**src/rtl/ddr_data_core_if.sv**
```systemverilog
// ddr_data_core_if
//   Groups the three AXI-Stream style output channels of ddr_data_core.
//   m_axis_tdata/tvalid/tready                       256-bit RNG words to the DDR writer
//   m_axis_tdata_gc/tvalid_gc/tready_gc              64-bit click records to XDMA
//   m_axis_tdata_alpha/tvalid_alpha/tready_alpha     128-bit alpha words to the host
//   master: data source (the core), slave: data sink.
interface ddr_data_core_if;
    logic [255:0] m_axis_tdata;
    logic         m_axis_tvalid;
    logic         m_axis_tready;
    logic [63:0]  m_axis_tdata_gc;
    logic         m_axis_tvalid_gc;
    logic         m_axis_tready_gc;
    logic [127:0] m_axis_tdata_alpha;
    logic         m_axis_tvalid_alpha;
    logic         m_axis_tready_alpha;

    modport master (
        output m_axis_tdata, m_axis_tvalid, input m_axis_tready,
        output m_axis_tdata_gc, m_axis_tvalid_gc, input m_axis_tready_gc,
        output m_axis_tdata_alpha, m_axis_tvalid_alpha, input m_axis_tready_alpha
    );

    modport slave (
        input m_axis_tdata, m_axis_tvalid, output m_axis_tready,
        input m_axis_tdata_gc, m_axis_tvalid_gc, output m_axis_tready_gc,
        input m_axis_tdata_alpha, m_axis_tvalid_alpha, output m_axis_tready_alpha
    );
endinterface

```
**src/rtl/ddr_data_core.sv**
```systemverilog
// ddr_data_core
//   QKD transmitter data path on the 200 MHz clock. Counts global qubit slots, packs 4-bit RNG
//   symbols into 256-bit words and 2-bit alpha symbols into 128-bit words, and tags detector
//   clicks with the delay-compensated slot number into a small record FIFO.
//   Ports: clk200_i / ddr_data_rstn (async active-low), pps_i, rd_en_4 slot strobe, rng_data,
//   rng_a_data, tvalid200/tdata200_mod click input, gate_pos0..3 gate windows, sr_* control
//   and status registers, axis = output stream channels (master modport).
//
//   state | meaning
//   IDLE  | stopped, counter holds its last value
//   ARMED | enabled, waiting for pps rising edge
//   RUN   | counting slots, packing symbols, tagging clicks
module ddr_data_core #(
    parameter int GC_FIFO_DEPTH = 16
) (
    input  logic                 clk200_i,
    input  logic                 ddr_data_rstn,
    input  logic                 pps_i,
    input  logic                 rd_en_4,
    input  logic [3:0]           rng_data,
    input  logic [1:0]           rng_a_data,
    input  logic                 tvalid200,
    input  logic [15:0]          tdata200_mod,
    input  logic [31:0]          gate_pos0,
    input  logic [31:0]          gate_pos1,
    input  logic [31:0]          gate_pos2,
    input  logic [31:0]          gate_pos3,
    input  logic                 sr_start_write_ddr_i,
    input  logic                 sr_command_gc_enable,
    input  logic                 sr_command_alpha_enable,
    input  logic [47:0]          sr_dq_gc_start_i,
    input  logic [15:0]          sr_fiber_delay_i,
    output logic [47:0]          sr_current_dq_gc,
    ddr_data_core_if.master      axis
);
    localparam logic [1:0] IDLE  = 2'd0;
    localparam logic [1:0] ARMED = 2'd1;
    localparam logic [1:0] RUN   = 2'd2;
    localparam int AW = $clog2(GC_FIFO_DEPTH);

    logic [1:0]   state_q, state_d;
    logic [47:0]  cnt_q, cnt_d;
    logic         pps_q;
    logic         go, pps_rise, run;

    logic [255:0] rng_word_q, rng_tdata_q;
    logic [5:0]   rng_idx_q;
    logic         rng_tvalid_q;
    logic [127:0] alpha_word_q, alpha_tdata_q;
    logic [5:0]   alpha_idx_q;
    logic         alpha_tvalid_q;

    logic [63:0]  fifo_mem [GC_FIFO_DEPTH];
    logic [AW:0]  wr_ptr_q, rd_ptr_q;
    logic         fifo_empty, fifo_full, push, pop;
    logic [1:0]   click;
    logic [31:0]  mod_ext;

    assign go       = sr_start_write_ddr_i && sr_command_gc_enable;
    assign pps_rise = pps_i && !pps_q;
    assign run      = (state_q == RUN) && go;

    always_comb begin
        state_d = state_q;
        cnt_d   = cnt_q;
        if (!go) begin
            state_d = IDLE;
        end else begin
            case (state_q)
                IDLE:  state_d = ARMED;
                ARMED: if (pps_rise) begin
                    state_d = RUN;
                    cnt_d   = sr_dq_gc_start_i;
                end
                RUN:   if (rd_en_4) cnt_d = cnt_q + 48'd1;
                default: state_d = IDLE;
            endcase
        end
    end

    assign mod_ext    = {16'd0, tdata200_mod};
    assign click[0]   = (gate_pos0 <= mod_ext) && (mod_ext < gate_pos1);
    assign click[1]   = (gate_pos2 <= mod_ext) && (mod_ext < gate_pos3);
    assign fifo_empty = (wr_ptr_q == rd_ptr_q);
    assign fifo_full  = (wr_ptr_q[AW] != rd_ptr_q[AW]) &&
                        (wr_ptr_q[AW-1:0] == rd_ptr_q[AW-1:0]);
    assign push       = run && tvalid200 && (click != 2'b00) && !fifo_full;
    assign pop        = !fifo_empty && axis.m_axis_tready_gc;

    always_ff @(posedge clk200_i or negedge ddr_data_rstn) begin
        if (!ddr_data_rstn) begin
            state_q        <= IDLE;
            cnt_q          <= '0;
            pps_q          <= 1'b0;
            rng_word_q     <= '0;
            rng_tdata_q    <= '0;
            rng_idx_q      <= '0;
            rng_tvalid_q   <= 1'b0;
            alpha_word_q   <= '0;
            alpha_tdata_q  <= '0;
            alpha_idx_q    <= '0;
            alpha_tvalid_q <= 1'b0;
            wr_ptr_q       <= '0;
            rd_ptr_q       <= '0;
        end else begin
            state_q <= state_d;
            cnt_q   <= cnt_d;
            pps_q   <= pps_i;

            if (rng_tvalid_q && axis.m_axis_tready) rng_tvalid_q <= 1'b0;
            if (!run) begin
                rng_idx_q  <= '0;
                rng_word_q <= '0;
            end else if (rd_en_4) begin
                rng_word_q[{rng_idx_q, 2'b00} +: 4] <= rng_data;
                rng_idx_q <= rng_idx_q + 6'd1;
                // Completed word is dropped if the previous one is still waiting.
                if (rng_idx_q == 6'd63 && (!rng_tvalid_q || axis.m_axis_tready)) begin
                    rng_tdata_q  <= {rng_data, rng_word_q[251:0]};
                    rng_tvalid_q <= 1'b1;
                end
            end

            if (alpha_tvalid_q && axis.m_axis_tready_alpha) alpha_tvalid_q <= 1'b0;
            if (!run || !sr_command_alpha_enable) begin
                alpha_idx_q  <= '0;
                alpha_word_q <= '0;
            end else if (rd_en_4) begin
                alpha_word_q[{alpha_idx_q, 1'b0} +: 2] <= rng_a_data;
                alpha_idx_q <= alpha_idx_q + 6'd1;
                if (alpha_idx_q == 6'd63 && (!alpha_tvalid_q || axis.m_axis_tready_alpha)) begin
                    alpha_tdata_q  <= {rng_a_data, alpha_word_q[125:0]};
                    alpha_tvalid_q <= 1'b1;
                end
            end

            if (push) wr_ptr_q <= wr_ptr_q + 1'b1;
            if (pop)  rd_ptr_q <= rd_ptr_q + 1'b1;
        end
    end

    // Storage needs no reset: the read side is masked while the FIFO is empty.
    always_ff @(posedge clk200_i) begin
        if (push) fifo_mem[wr_ptr_q[AW-1:0]] <= {14'd0, click, cnt_q - {32'd0, sr_fiber_delay_i}};
    end

    assign sr_current_dq_gc          = cnt_q;
    assign axis.m_axis_tdata         = rng_tdata_q;
    assign axis.m_axis_tvalid        = rng_tvalid_q;
    assign axis.m_axis_tdata_alpha   = alpha_tdata_q;
    assign axis.m_axis_tvalid_alpha  = alpha_tvalid_q;
    assign axis.m_axis_tvalid_gc     = !fifo_empty;
    assign axis.m_axis_tdata_gc      = fifo_empty ? 64'd0 : fifo_mem[rd_ptr_q[AW-1:0]];
endmodule

```
**src/flat_wrapper.sv**
```systemverilog
// flat-port wrapper written by rule: the top's interface ports become plain ports
module ddr_data_core_flat 
#(
    parameter int GC_FIFO_DEPTH = 16
)
  (clk200_i, ddr_data_rstn, pps_i, rd_en_4, rng_data, rng_a_data, tvalid200, tdata200_mod, gate_pos0, gate_pos1, gate_pos2, gate_pos3, sr_start_write_ddr_i, sr_command_gc_enable, sr_command_alpha_enable, sr_dq_gc_start_i, sr_fiber_delay_i, sr_current_dq_gc, axis_m_axis_tdata, axis_m_axis_tvalid, axis_m_axis_tready, axis_m_axis_tdata_gc, axis_m_axis_tvalid_gc, axis_m_axis_tready_gc, axis_m_axis_tdata_alpha, axis_m_axis_tvalid_alpha, axis_m_axis_tready_alpha);
  ddr_data_core_if axis_i ();
  input  logic clk200_i;
  input  logic ddr_data_rstn;
  input  logic pps_i;
  input  logic rd_en_4;
  input  logic [3:0] rng_data;
  input  logic [1:0] rng_a_data;
  input  logic tvalid200;
  input  logic [15:0] tdata200_mod;
  input  logic [31:0] gate_pos0;
  input  logic [31:0] gate_pos1;
  input  logic [31:0] gate_pos2;
  input  logic [31:0] gate_pos3;
  input  logic sr_start_write_ddr_i;
  input  logic sr_command_gc_enable;
  input  logic sr_command_alpha_enable;
  input  logic [47:0] sr_dq_gc_start_i;
  input  logic [15:0] sr_fiber_delay_i;
  output logic [47:0] sr_current_dq_gc;
  output wire logic [$bits(axis_i.m_axis_tdata)-1:0] axis_m_axis_tdata;
  output wire logic [$bits(axis_i.m_axis_tvalid)-1:0] axis_m_axis_tvalid;
  input wire logic [$bits(axis_i.m_axis_tready)-1:0] axis_m_axis_tready;
  output wire logic [$bits(axis_i.m_axis_tdata_gc)-1:0] axis_m_axis_tdata_gc;
  output wire logic [$bits(axis_i.m_axis_tvalid_gc)-1:0] axis_m_axis_tvalid_gc;
  input wire logic [$bits(axis_i.m_axis_tready_gc)-1:0] axis_m_axis_tready_gc;
  output wire logic [$bits(axis_i.m_axis_tdata_alpha)-1:0] axis_m_axis_tdata_alpha;
  output wire logic [$bits(axis_i.m_axis_tvalid_alpha)-1:0] axis_m_axis_tvalid_alpha;
  input wire logic [$bits(axis_i.m_axis_tready_alpha)-1:0] axis_m_axis_tready_alpha;
  assign axis_m_axis_tdata = axis_i.m_axis_tdata;
  assign axis_m_axis_tvalid = axis_i.m_axis_tvalid;
  assign axis_i.m_axis_tready = axis_m_axis_tready;
  assign axis_m_axis_tdata_gc = axis_i.m_axis_tdata_gc;
  assign axis_m_axis_tvalid_gc = axis_i.m_axis_tvalid_gc;
  assign axis_i.m_axis_tready_gc = axis_m_axis_tready_gc;
  assign axis_m_axis_tdata_alpha = axis_i.m_axis_tdata_alpha;
  assign axis_m_axis_tvalid_alpha = axis_i.m_axis_tvalid_alpha;
  assign axis_i.m_axis_tready_alpha = axis_m_axis_tready_alpha;
  ddr_data_core #(.GC_FIFO_DEPTH(GC_FIFO_DEPTH)) u_core (.clk200_i(clk200_i), .ddr_data_rstn(ddr_data_rstn), .pps_i(pps_i), .rd_en_4(rd_en_4), .rng_data(rng_data), .rng_a_data(rng_a_data), .tvalid200(tvalid200), .tdata200_mod(tdata200_mod), .gate_pos0(gate_pos0), .gate_pos1(gate_pos1), .gate_pos2(gate_pos2), .gate_pos3(gate_pos3), .sr_start_write_ddr_i(sr_start_write_ddr_i), .sr_command_gc_enable(sr_command_gc_enable), .sr_command_alpha_enable(sr_command_alpha_enable), .sr_dq_gc_start_i(sr_dq_gc_start_i), .sr_fiber_delay_i(sr_fiber_delay_i), .sr_current_dq_gc(sr_current_dq_gc), .axis(axis_i));
endmodule
```
**config.mk**
```make
export PLATFORM = sky130hd
export DESIGN_NAME = ddr_data_core_flat
export DESIGN_NICKNAME = d
export VERILOG_FILES = /design/src/rtl/ddr_data_core_if.sv /design/src/rtl/ddr_data_core.sv /design/src/flat_wrapper.sv
export SDC_FILE = /design/constraint.sdc
export NUM_CORES = 2
export LEC_CHECK = 0
export CELL_PAD_IN_SITES_DETAIL_PLACEMENT = 0
export CELL_PAD_IN_SITES_GLOBAL_PLACEMENT = 1
export CORE_MARGIN = 4
export CORE_UTILIZATION = 51
export DETAILED_ROUTE_END_ITERATION = 12
export PLACE_DENSITY = 0.95
export SLEW_MARGIN = 20
export SYNTH_ARGS = -nofsm -noshare
export SYNTH_HDL_FRONTEND = slang
export SYNTH_SLANG_ARGS = --single-unit
export TNS_END_PERCENT = 100
```
**constraint.sdc**
```tcl
create_clock -name clk200_i -period 17.3 [get_ports clk200_i]
set_clock_uncertainty 0.15 [all_clocks]
set_input_delay 2.595 -clock clk200_i [delete_from_list [all_inputs] [get_ports clk200_i]]
set_output_delay 2.595 -clock clk200_i [all_outputs]
set_load 0.1 [all_outputs]
```
==> flow_metrics.tcl <==
set metrics [dict create \
    status "finished clean" \
    synth.distinct_cells 78 \
    worstPathRequired_ps 14560 \
    synth_seq_cells 1637 \
    dieArea_um2 140000 \
    cp-end-kind "output port" \
    clk_pin_slew_ps 60 \
    synth_flop_cell "dfrtp_1" \
    cts_root_buffer "clkbuf_16" \
    comb_power_share_pct 29.1 \
    syn-cell-area_um2 68500 \
    drtAntennaViolNets 0 \
    cts-buffers-inserted 162 \
    io_pins 724 \
    clkLatencyLatePin_ps 830 \
    ctsHoldBuffers 0 \
    p_clk_share_pct 32.2 \
    drt_iter0_drc 5249 \
    grt_pass1_vias 46200 \
    grt_overflow_total 0 \
    worstMarginPinSlew_ps 1190 \
    grt_pass1_wl_mm 304 \
    num-nets-final 5632 \
    gp_congestion 0.917 \
    first_pass_iters 5 \
    finalSetupTns_ps 0 \
    fp.dieW_um 375 \
    drc 0 \
    grt_start_max_net_pins 181 \
    drv_cap 0 \
    fillers 9300 \
    ir_drop_uv 140 \
    fin_area_um2 83700 \
    worstPathArrival_ps 5420 \
    avgViaCountPerCell 6.21 \
    hpwl_mm 127 \
    fin_crit_sh_pct 47.2 \
    numPortBuffers 709 \
    die_y_um 375 \
    vias 44900 \
    p_leak_uw 0.0326 \
    async_flop_share_pct 51.1 \
    num_rows 134 \
    path_max_fanout 72 \
    synth-edff-count 800 \
    mostFrequentLayoutCell "dfrtp_1" \
    cts_resized 0 \
    synth_cells 4630 \
    p_int_uw 7630 \
    cts_tree "built" \
    finalSetupViolations 0 \
    p_switching_uw 4050 \
    antenna_found_initial 19 \
    finalHoldViolCount 0 \
    cp-start-kind "flip-flop" \
    post_cts_buffers 0 \
    coreArea_um2 133000 \
    ys_warn_count 0 \
    p_seq_share_pct 38.6 \
    cts_sinks 1637 \
    wl_per_cell_um 28.5 \
    power_density_nw_per_um2 140 \
    initial_core_util_pct 51.3 \
    seq_area_frac_synth_pct 65.6 \
    layout_common_cells "dfrtp_1 (833), edfxtp_1 (800), clkdlybuf4s50_1 (685)" \
    hold_path_class "reg -> reg" \
    cts.path.max_buffers 3 \
    grt_usage_pct 28.9 \
    critical_path_class "reg -> out" \
    totalWireLength_mm 206 \
    place_area_um2 77600 \
    drive_gt1_share_pct 20.2 \
    switching_share_pct 34.7 \
    timing.fmax_mhz 123 \
    relSlewSlack_pct 20.7 \
    slew_violations 0 \
    rsz0062_at_grt "no" \
    syn_avg_cell_area_um2 14.8 \
    min_period_ps 8160 \
    syn_to_final_growth_pct 22.1 \
    cts-htree-levels 4 \
]
[kinds of logic after synthesis]
group	count (synthesis)	share of synthesized area (%)
AOI/OAI and AO/OA	608	5.74
xor gates and xnor gates	75	0.959
DFF	1637	65.6
muxes	753	16.3
adders and majority gates	93	1.71
other	1	0.00547
buffers and inverters	377	2.16
and+or+nand+nor	1086	7.54
[metrics by stage]
| stage | total power [uW] | instances | hold slack [ps] | setup WS, ps | utilization [%] |
|---|---|---|---|---|---|
| 3_5_place_dp | 7910 | 6915 | 317 | 9750 | 58.2 |
| 2_1_floorplan | 6980 | 4643 | 293 | 6520 | - |
| 6_report | 11700 | 7228 | 329 | 9140 | 62.7 |
| 5_1_grt | 12000 | 7222 | 348 | 9050 | 62.7 |
| 4_1_cts | 11700 | 7217 | 320 | 8810 | 62.5 |
| 3_3_place_gp | 7830 | 6915 | 311 | 9840 | 58.1 |
[state kept, by name, indices dropped and copies added, names as in the netlist, 2 cells and up]
signal and cells:
u_core.wr_ptr_q 5, u_core.sr_current_dq_gc 48, u_core.rd_ptr_q 5, u_core.axis.m_axis_tdata 256, u_core.fifo_mem 800, u_core.alpha_idx_q 6, u_core.rng_word_q 252, u_core.state_q 2
u_core.rng_idx_q 6, u_core.alpha_word_q 126, u_core.axis.m_axis_tdata_alpha 128
[metal layers]
layer | global-route usage, % | vias up | share of wire [%]
met5 | 0 | - | 0.031
met4 | 12.8 | 10 | 4.9
met3 | 10.4 | 610 | 12
met2 | 45.7 | 2717 | 48
met1 | 36.2 | 22800 | 36
li1 | - | 18800 | -
[area by class of cell]
type,count,area [um^2],area share (%)
flip-flops and latches,1637,45000,53.8
multi-input cells,2629,22600,27.0
repair buffers,798,7770,9.28
clock buffers,209,4450,5.32
well taps,1768,2210,2.64
clock inverters,93,1300,1.55
inverters,86,324,0.387
diodes,8,20.0,0.0239
[path summary, 6_finish.rpt]
kind,cells past startpoint,slack [ps],endpoint,startpoint
max in group asynchronous,4,12250,u_core.rng_word_q[187],ddr_data_rstn
setup reg to reg,7,12710,u_core.fifo_mem[13][47],u_core.sr_current_dq_gc[27]
hold reg to reg,1,330,u_core.axis.m_axis_tdata_alpha[10],u_core.alpha_word_q[10]
min in group asynchronous,1,1680,u_core.axis.m_axis_tdata_alpha[24],ddr_data_rstn
hold / removal,1,330,u_core.axis.m_axis_tdata_alpha[10],u_core.alpha_word_q[10]
setup / recovery,6,9140,axis_m_axis_tdata_gc[13],u_core.rd_ptr_q[1]
[power groups by stage]
stage | registers, uW | logic [uW] | clock network (uW)
final | 4520 | 3400 | 3770
after global routing | 4520 | 3550 | 3970
after CTS | 4510 | 3380 | 3800
after detailed placement | 4580 | 3330 | 0
after global placement | 4580 | 3250 | 0
after floorplan | 4720 | 2260 | 0
[cell usage after synthesis, types with 14 or more instances]
cell      count  area share [%]
xor2_1       31            0.40
a32o_1       52            0.76
o22ai_1      18            0.16
mux2_2      390             6.4
and3_1       27            0.25
nand2b_1     17            0.16
a31oi_1      19            0.17
o21ai_0      67            0.49
mux4_2      250             8.2
nand2_1     320             1.8
clkbuf_1    241             1.3
nand4_1      34            0.31
xnor2_1      44            0.56
buf_1        33            0.18
a21oi_1     277             2.0
buf_4        14            0.15
nor3_1       51            0.37
dfrtp_1     837              31
o31ai_1      22            0.24
nor2b_1      61            0.56
nor2_1      279             1.5
and2_1       25            0.23
mux2i_1     113             1.7
ha_1         92             1.7
inv_1        86            0.47
nor4_1       39            0.36
a22o_1       74            0.95
nand3_1     169             1.2
edfxtp_1    800              35
[critical path, cell delays in order, from the launching register on]
cell and delay (ps):
dfrtp_4 670, buf_4 700, buf_4 920, mux4_2 440, mux4_2 500, nor2b_1 190, clkdlybuf4s50_1 1030
No activity file was read; power rests on OpenSTA's default activity.
